### src/rtl/keypad_pkg.sv
// Shared constants, FSM encoding and row-strobe helper for the 4x4 keypad scanner.
package keypad_pkg;

  localparam int KP_ROWS     = 4;
  localparam int KP_COLS     = 4;
  localparam int KP_KEYS     = 16;
  localparam int SYNC_STAGES = 2;

  typedef enum logic {
    S_SETTLE = 1'b0,
    S_EVAL   = 1'b1
  } kp_state_e;

  // Active-low strobe pattern with only the selected row pulled low.
  function automatic logic [KP_ROWS-1:0] row_strobe(input logic [1:0] row);
    return ~(4'b0001 << row);
  endfunction

endpackage

### src/rtl/keypad_sync2.sv
// Two-flop synchronizer for the asynchronous, active-low column lines.
module keypad_sync2
  import keypad_pkg::*;
(
  input  logic       clk,
  input  logic       reset,
  input  logic [3:0] d,
  output logic [3:0] q
);

  logic [3:0] stage_r [SYNC_STAGES];

  // Shift the column sample through the synchronizer chain; idle level is all-ones.
  always_ff @(posedge clk) begin
    if (reset) begin
      for (int i = 0; i < SYNC_STAGES; i++) begin
        stage_r[i] <= 4'hF;
      end
    end else begin
      stage_r[0] <= d;
      for (int i = 1; i < SYNC_STAGES; i++) begin
        stage_r[i] <= stage_r[i-1];
      end
    end
  end

  assign q = stage_r[SYNC_STAGES-1];

endmodule

### src/rtl/keypad_scanner.sv
// Row-strobing 4x4 keypad scanner with per-key debounce and press/release event strobe.
module keypad_scanner
  import keypad_pkg::*;
#(
  parameter int SETTLE_CYCLES  = 16,
  parameter int DEBOUNCE_SCANS = 4
) (
  input  logic        clk,
  input  logic        reset,
  input  logic [3:0]  col_in,
  output logic [3:0]  row_out,
  output logic [15:0] keypad_matrix,
  output logic        key_event,
  output logic [3:0]  key_code,
  output logic        key_pressed
);

  // Settling below the synchronizer depth would capture stale column data.
  localparam int SETTLE_EFF = (SETTLE_CYCLES < 3) ? 3 : SETTLE_CYCLES;
  localparam int SW         = $clog2(SETTLE_EFF);
  localparam logic [SW-1:0] SETTLE_LAST = SW'(SETTLE_EFF - 1);
  localparam logic [2:0]    DB_LAST     = 3'(DEBOUNCE_SCANS - 1);

  logic [3:0]         col_sync_s;
  kp_state_e          state_r;
  logic [SW-1:0]      settle_cnt_r;
  logic [1:0]         row_r;
  logic [1:0]         col_r;
  logic [3:0]         cap_r;
  logic [2:0]         cnt_r [KP_KEYS];
  logic [KP_KEYS-1:0] matrix_r;
  logic [3:0]         row_out_r;
  logic               key_event_r;
  logic [3:0]         key_code_r;
  logic               key_pressed_r;

  logic [3:0] key_idx_s;
  logic       cap_bit_s;
  logic       cur_bit_s;
  logic [2:0] cur_cnt_s;

  keypad_sync2 u_sync (
    .clk   (clk),
    .reset (reset),
    .d     (col_in),
    .q     (col_sync_s)
  );

  assign key_idx_s = {row_r, col_r};
  assign cap_bit_s = cap_r[col_r];
  assign cur_bit_s = matrix_r[key_idx_s];
  assign cur_cnt_s = cnt_r[key_idx_s];

  // Scan FSM: settle a row, capture its columns, then debounce one key per cycle.
  always_ff @(posedge clk) begin
    if (reset) begin
      state_r       <= S_SETTLE;
      settle_cnt_r  <= '0;
      row_r         <= 2'd0;
      col_r         <= 2'd0;
      cap_r         <= 4'h0;
      matrix_r      <= 16'h0000;
      row_out_r     <= 4'hF;
      key_event_r   <= 1'b0;
      key_code_r    <= 4'h0;
      key_pressed_r <= 1'b0;
      for (int k = 0; k < KP_KEYS; k++) begin
        cnt_r[k] <= 3'd0;
      end
    end else begin
      key_event_r <= 1'b0;
      case (state_r)
        S_SETTLE: begin
          row_out_r <= row_strobe(row_r);
          if (settle_cnt_r == SETTLE_LAST) begin
            cap_r        <= ~col_sync_s;
            col_r        <= 2'd0;
            settle_cnt_r <= '0;
            state_r      <= S_EVAL;
          end else begin
            settle_cnt_r <= settle_cnt_r + SW'(1);
          end
        end
        S_EVAL: begin
          // A raw value matching the stable state restarts the debounce run.
          if (cap_bit_s == cur_bit_s) begin
            cnt_r[key_idx_s] <= 3'd0;
          end else if (cur_cnt_s == DB_LAST) begin
            matrix_r[key_idx_s] <= cap_bit_s;
            cnt_r[key_idx_s]    <= 3'd0;
            key_event_r         <= 1'b1;
            key_code_r          <= key_idx_s;
            key_pressed_r       <= cap_bit_s;
          end else begin
            cnt_r[key_idx_s] <= cur_cnt_s + 3'd1;
          end
          if (col_r == 2'd3) begin
            row_r     <= row_r + 2'd1;
            row_out_r <= row_strobe(row_r + 2'd1);
            col_r     <= 2'd0;
            state_r   <= S_SETTLE;
          end else begin
            row_out_r <= row_strobe(row_r);
            col_r     <= col_r + 2'd1;
          end
        end
        default: begin
          state_r      <= S_SETTLE;
          settle_cnt_r <= '0;
          col_r        <= 2'd0;
        end
      endcase
    end
  end

  assign row_out       = row_out_r;
  assign keypad_matrix = matrix_r;
  assign key_event     = key_event_r;
  assign key_code      = key_code_r;
  assign key_pressed   = key_pressed_r;

endmodule

### config.mk
export PLATFORM = sky130hd
export DESIGN_NAME = keypad_scanner
export DESIGN_NICKNAME = d
export VERILOG_FILES = /design/src/rtl/keypad_pkg.sv /design/src/rtl/keypad_sync2.sv /design/src/rtl/keypad_scanner.sv
export SDC_FILE = /design/constraint.sdc
export NUM_CORES = 1
export LEC_CHECK = 0
export CAP_MARGIN = 10
export CORE_ASPECT_RATIO = 1.5
export CORE_UTILIZATION = 53
export DETAILED_ROUTE_END_ITERATION = 8
export HOLD_SLACK_MARGIN = 0.1
export PLACE_DENSITY_LB_ADDON = 0.2
export SLEW_MARGIN = 20
export SYNTH_ARGS = -nofsm -noshare
export SYNTH_HDL_FRONTEND = slang
export SYNTH_SLANG_ARGS = --single-unit
### constraint.sdc
create_clock -name clk -period 3.7 [get_ports clk]
set_clock_uncertainty 0.05 [all_clocks]
set_input_delay 0.74 -clock clk [delete_from_list [all_inputs] [get_ports clk]]
set_output_delay 0.74 -clock clk [all_outputs]
set_load 0.02 [all_outputs]
## Yosys cells after proc, flatten, opt, wreduce, memory -nomap -nowiden

Memories as Yosys holds them, arrays and structs flattened.
Cells that the tools add are included.

- Register bits: 39
- Bits in writable memories: 56
- Output and inout bits: 26
- Word-level logic and storage cells: 80
- Memories: 2

Memory list:

| name | words | width | read ports | clocked after memory_dff | wr ports | line | RTL |
|---|---|---|---|---|---|---|---|
| cnt_r | 16 | 3 | 1 | 0 | 16 | keypad_scanner.sv:30 | `logic [2:0] cnt_r [KP_KEYS];` |
| u_sync.stage_r | 2 | 4 | 2 | 0 | 2 | keypad_sync2.sv:11 | `logic [3:0] stage_r [SYNC_STAGES];` |

- Add/subtract/negate cells: 4
- Order comparisons: 3
- Equal/unequal tests: 5
- Shift-type cells: 2
- Multiplexer cells: 40
- Bitwise operators: 9
- Reductions and logical operators: 5

Operators by type and width:

| cell | count |
|---|---|
| $mux 1 | 23 |
| $mux 4 | 5 |
| $bwmux 16 | 1 |
| $not 4->4 | 3 |
| $mux 3 | 3 |
| $pmux 4 s2 | 1 |
| $shl 1x2->4 const A | 2 |
| $lt 4x5->1 const B | 1 |
| $add 2x1->2 const B | 2 |
| $add 4x1->4 const B | 1 |
| $bmux 1 s4 | 1 |
| $demux 1 s4 | 1 |
| $eq 4x4->1 const B | 1 |
| $ge 4x1->1 const B | 1 |
| $mux 2 | 2 |
| $or 1x1->1 | 4 |
| $pmux 2 s2 | 1 |
| $reduce_and 2->1 | 2 |
| $add 3x1->3 const B | 1 |
| $eq 3x2->1 const B | 1 |
| $lt 2x3->1 const B | 1 |
| $reduce_and 3->1 | 1 |
| $reduce_or 3->1 | 1 |
| $bmux 1 s2 | 1 |
| other kinds (6) | 7 |

## Longest topological paths before layout

- Word-level depth: 11
- Depth in mapped cells: 12

## Cells and area by module

A second synthesis with hierarchy kept.

- Cell total of the unflattened synthesis: 388
- Area total of the unflattened synthesis: 4538.1 um^2

By module, submodules not included:

| module | instances | cells each | area an instance (um^2) | sequential area each (um^2) |
|---|---|---|---|---|
| keypad_scanner | 1 | 368 | 4297.9 | 2222.1 |
| keypad_sync2 | 1 | 20 | 240.2 | 160.2 |

## Worst setup path before layout

Ideal clock, no wire load.

- Path type: reg2reg
- From: reg col_r[0]
- To: mem cnt_r[0][0], data pin
- Setup time: 0.141 ns
- Arrival: 3.569 ns
- Slack: -0.060 ns
- Cell stages (with the launch flop): 13
- Buffers on the path: 3
- Cells stage by stage: dfxtp_1 buf_2 buf_4 mux4_2 mux4_2 ha_1 ha_1 nor3b_1 or3b_2 mux2i_4 o21bai_2 buf_2 nor2_1

RTL lines:

| item | line | RTL |
|---|---|---|
| from (decl) | keypad_scanner.sv:28 | `logic [1:0] col_r;` |
| from (signal assigned) | keypad_scanner.sv:104 | `col_r <= col_r + 2'd1;` |
| to (decl) | keypad_scanner.sv:30 |  |

==> run summary <==
Worst Setup EP -> cnt_r[3][2]
Post-synth top flop -> edfxtp_1
Max Freq -> 278 MHz
1st-iter DRT viols -> 284
Max-Cap Viols -> 0
Number of synthesized register bits -> 95
Worst-Skew Late Latency -> 0.34 ns
FF+latch area -> 0.00238 mm²
Initial core utilization -> 55.4%
Worst Setup End Kind -> register
Worst-case reg-to-reg path depth -> 11
Die area -> 0.00891 mm²
Post-synth top area cell -> edfxtp_1
Post-CTS Hold Buffers -> 0
Startpoint types -> register
Max Slew Vio Count -> 0
WL per Instance -> 19.5 µm
Detailed Place HPWL -> 6730 µm
Area share of fa/ha/maj cells after synthesis -> 3.32%
Layout fillers -> 615
Die width -> 77.4 µm
Final WL -> 10100 µm
CP startpoint -> col_r[0]
Tcrit/Tclk final -> 97.1%
Worst hold path type -> register to register
DRT antenna net count -> 0
CTS tree -> done
Status -> finished clean
Peak supply drop -> 330 µV
Hold path start -> u_sync.stage_r[0][7]
Worst path arrival time -> 3.74 ns
Synth top cells by count -> nor2_1, edfxtp_1, dfxtp_1
Fin nets -> 424
Number of global-route vias before repair -> 3077
Critical path type -> register to register
Antenna violations before repair -> 0
Final setup viols -> 0
Simple-Gate Fraction of Synth Area -> 14.3%
Post-Syn Nets -> 403
Post-synth ARST share -> 0%
Final GP Congestion -> 0.833
Total number of yosys warnings -> 0
Die Height -> 115 µm
Multi-input gate area -> 0.00203 mm²
Largest family of logic cells by synthesized area -> simple AND/OR/NAND/NOR gates
Site Rows -> 40
I/O pin total -> 32
Drt pass-1 iters -> 5
Mapped Avg Cell Area -> 11.7 µm²
Critical-path maximum fanout -> 16
Total Routing Usage GR -> 24.4%
Post-synth EDFFs -> 48
Critical Path RT -> 3.85 ns
Internal power -> 0.00174 W
Global-route wire length before repair -> 16200 µm
Syn Inst Count -> 385
Setup slack, reg-to-reg -> 0.11 ns
Endpoints failing hold -> 0
Sw Pwr -> 0.000449 W
CTS max path bufs -> 2
Hold_ws -> 0.355 ns
Post-synthesis mux area share -> 13.3%
Actual slew at the worst max-slew pin -> 1.04 ns
Area Growth Syn to Fin -> 17.8%
Via/cell ratio -> 6.14
Flop pwr share -> 51.9%
Remaining Overflow, GRT -> 0
Comb pwr share -> 3.2%
Final min period -> 3.59 ns
Slew headroom -> 29.3%
Distinct cell type count after synthesis -> 43
Reg-to-reg startpoint -> col_r[0]
Share of cells above drive strength 1 -> 19.7%
Clk pwr share -> 44.9%
Reg-to-reg endpoint -> cnt_r[3][2]
Seq/Total Area, Yosys -> 52.7%
Leak Pwr -> 1.77 nW
Synth Area in XOR/XNOR -> 0.387%
Port bufs -> 31
Largest net degree at the start of global routing -> 74
Vias post-DR -> 3170
# DRC -> 0
H-tree Lvls -> 3
Antenna cell count -> 0
Unrepaired setup endpoints after global routing -> true
Total CTS buffers -> 9
CTS root buffer -> clkbuf_16
CTS clock-pin slew for the worst setup and hold paths -> 0.07 ns
Switch share -> 20.5%
Area share of the largest cell type after synthesis -> 31.9%
Core area -> 0.00816 mm²
Clk sinks -> 95
Netlist Area Pre-Place -> 0.00452 mm²
Pwr per Cell Area -> 411 mW/mm²
Compound-gate portion of the synthesized area -> 12.3%
Setup TNS -> 0 ns
Synth top area cells -> edfxtp_1, dfxtp_1, mux4_2
Most frequent cell after synthesis -> nor2_1
-- power by group through the flow --
stage / clock network [W] / registers (W) / logic, W
final: 0.000984 / 0.00114 / 0.0000697
after global routing: 0.00103 / 0.00114 / 0.0000756
after CTS: 0.000987 / 0.00114 / 0.0000683
after detailed placement: 0 / 0.00116 / 0.0000676
after global placement: 0 / 0.00116 / 0.0000651
after floorplan: 0 / 0.00116 / 0.0000504
-- metrics by stage --
step	cell area (µm²)	util [%]	total power, W	worst slack, ns	std cells
4_1_cts	5250	64.4	0.00219	-0.0291	514
5_1_grt	5330	65.3	0.00224	-0.0362	516
3_3_place_gp	4920	60.3	0.00123	0.158	498
2_1_floorplan	4530	-	0.00121	0.0219	385
6_report	5330	65.3	0.00219	0.106	516
3_5_place_dp	4920	60.3	0.00123	0.0147	498
-- layer usage --
metal / GRT usage, % / vias up / part of all wire (%)
met4: 12.6 / 0 / 3.5
met1: 29.4 / 1574 / 40
li1: - / 1467 / -
met2: 42.1 / 103 / 52
met5: 0 / - / 0
met3: 3.81 / 26 / 3.9
-- worst min path at each step --
stage | end | cells past startpoint
finish | cap_r[3] | 1
global route | cap_r[3] | 1
CTS | cap_r[3] | 1
detailed placement | u_sync.stage_r[0][6] | 1
global placement | u_sync.stage_r[0][7] | 1
floorplan | u_sync.stage_r[0][4] | 1
-- layout make-up --
cell class	instances	share of cell area [%]
clock buffers	12	5.64
clock inverters	4	0.564
well taps	105	2.47
inverters	6	0.423
multi-input cells	251	38.0
repair buffers	43	8.13
flip-flops and latches	95	44.7
-- registers in the layout (all words and copies together) (netlist names) --
register	flops
key_event	1
cnt_r	48
row_out	4
col_r	2
key_code	4
u_sync.stage_r	8
settle_cnt_r	4
key_pressed	1
row_r	2
keypad_matrix	16
cap_r	4
state_r	1
-- cell families (layout without fill, tap and decap cells) --
kind of cell / after synthesis / in the layout
and+or+nand+nor: 137 / 137
DFF: 95 / 95
AOI/OAI and AO/OA: 67 / 68
buffers and inverters: 40 / 65
muxes: 32 / 32
adders and majority gates: 12 / 12
xor gates and xnor gates: 2 / 2
-- worst max-delay path, stage by stage, from the launching register on --
cell      delay, ns
dfxtp_2        0.36
buf_12         0.16
mux4_2         0.51
mux4_2         0.52
ha_1           0.26
ha_1           0.23
nor3b_2        0.20
or3b_2         0.49
mux2i_4        0.18
buf_12         0.15
o21bai_4       0.17
nor2_1         0.16
-- cell usage in the layout, fill, tap and decap left out, types with 6 or more instances in the layout --
master           instances
or2_2                    8
a21o_1                  10
ha_1                    12
nor2_1                  58
nand2b_1                11
clkbuf_16               12
a31o_2                   6
nand2_1                 29
buf_4                    9
a41oi_1                 16
nand3_1                  6
dfxtp_1                 46
edfxtp_1                48
clkdlybuf4s50_1         30
a21oi_1                  9
mux2i_1                  7
a32o_1                  16
mux4_2                  20
-- what timing repair did --
action | 4_1_cts | 5_1_grt
cloned | 0 | 1
pin swaps | 0 | 4
gates resized for setup | 0 | 9
setup buffers | 0 | 1
endpoints found under the setup margin | 2 | 48
Power figures use the tool's default switching activity.
==> variant (config.mk and constraints unchanged) <==
Reset style: asynchronous (`reset`), changed in 2 clocked blocks.
--- a/src/rtl/keypad_sync2.sv
+++ b/src/rtl/keypad_sync2.sv
@@ -13,3 +13,3 @@
   // Shift the column sample through the synchronizer chain; idle level is all-ones.
-  always_ff @(posedge clk) begin
+  always_ff @(posedge clk or posedge reset) begin
     if (reset) begin
--- a/src/rtl/keypad_scanner.sv
+++ b/src/rtl/keypad_scanner.sv
@@ -54,3 +54,3 @@
   // Scan FSM: settle a row, capture its columns, then debounce one key per cycle.
-  always_ff @(posedge clk) begin
+  always_ff @(posedge clk or posedge reset) begin
     if (reset) begin
Function: differs if reset is asserted again (counterexample within 4 cycles, from zero or initial values and one cycle with reset high); with reset held inactive, the same outputs for 10 cycles.
==> variant against the original RTL <==
Largest cell class unchanged; routed wire length up 1.0%; setup slack better by 280 ps; total power down 3.5%; highest routed layer unchanged; count of clock-buffer cells in the layout down 2; sequential cell count unchanged; area after synthesis up 1.5%; maximum frequency up 8.4%; critical path type unchanged; cell area down 1.2%; critical endpoint is now cnt_r[8]; global-route usage up 0.57 points.
==> variant: results (changes against the original RTL) <==
fraction of area in multi-input gates 37.0% (-1.1 points); buffering overhead 7.51% (-0.61 points); # placed instances 512 (+2.8%); gr usage total 25.0% (+0.57 points); Mean Syn Cell Area 11.7 um2 (-0.35%); WHS 307 ps (-48.4 ps); asr flop ratio synth 100% (+100 points); Fillers 673 (+9.4%); Worst EP arrival 3520 ps (-220 ps); routed vias/inst 5.99 (-2.5%); footprint of the multi-input gates 0.00195 mm2 (-4.0%); status finished clean; # clk buffers 10 (-2); Distinct cells, synth 41 (-4.7%); Leakage 2.30 nW (+30%); clk tree area frac 6.28% (+0.077 points); sequential power share 50.0% (-1.9 points); vias in the first global route 3252 (+5.7%); Internal 1.68 mW (-3.5%); worst slew pin tran 867 ps (-172 ps); hold path depth 0 (-1); slowest stage cell on the critical path dfrtp_1; via count 3162 (-0.25%); inverter count 17 (+11); Routability Congestion 0.808 (-3.1%); Non-CTS buffers 39 (-9.3%); largest net degree at the start of global routing 96 (+30%); HP Start u_sync.stage_r[7]; comb pwr 51.8 uW (-26%); drt total wl 10200 um (+1.0%); Reg2Reg Setup Slack 380 ps (+280 ps); DP HPWL 6810 um (+1.3%); dominant cells by area after synthesis dfrtp_1 (45%), dfstp_2 (6.9%), o22ai_1 (5.7%); share of post-route cells with drive strength above 1 15.2% (-4.5 points); Seq. cell area 0.00239 mm2 (+0.37%); dpl cell area 0.00493 mm2 (+0.20%); Hold Path Sink u_sync.q[3]; crit-path max cell delay 870 ps (+350 ps); 1st-iter DRT viols 228 (-20%); crit path max fanout 19 (+3); reg2reg end cnt_r[8]
==> variant: cell count changes in the layout (fill, tap and decap cells not counted), sizes merged, moves of 12 or more <==
cell / change
nand3: +14
dfstp: +12
a32o: -16
nand2: +35
mux2: +24
nor2: -60
edfxtp: -48
nand4: +19
dfxtp: -47
dfrtp: +83
a41oi: -16
o22ai: +42
==> variant: worst max path at each step <==
stage,start,end,depth (start not counted)
global route,col_r[1],cnt_r[17],9
detailed placement,col_r[0],cnt_r[8],10
CTS,col_r[0],cnt_r[8],10
global placement,col_r[0],cnt_r[35],9
finish,col_r[1],cnt_r[8],9
floorplan,reset,cap_r[0],1
==> variant: layer usage <==
layer	part of all wire, %	global-route usage, %	up-vias
met3	3.8	5.35	26
met4	3.6	14.2	0
li1	-	-	1474
met1	41	30.1	1577
met5	0	0	-
met2	51	41.7	85
==> variant: kinds of logic after synthesis <==
kind of cell	share of synthesized area, %
flops	52.1
fa+ha+maj	3.27
mux	17.0
simple gates	12.6
xor+xnor	0.573
compound gates	8.92
buf+inv	5.51
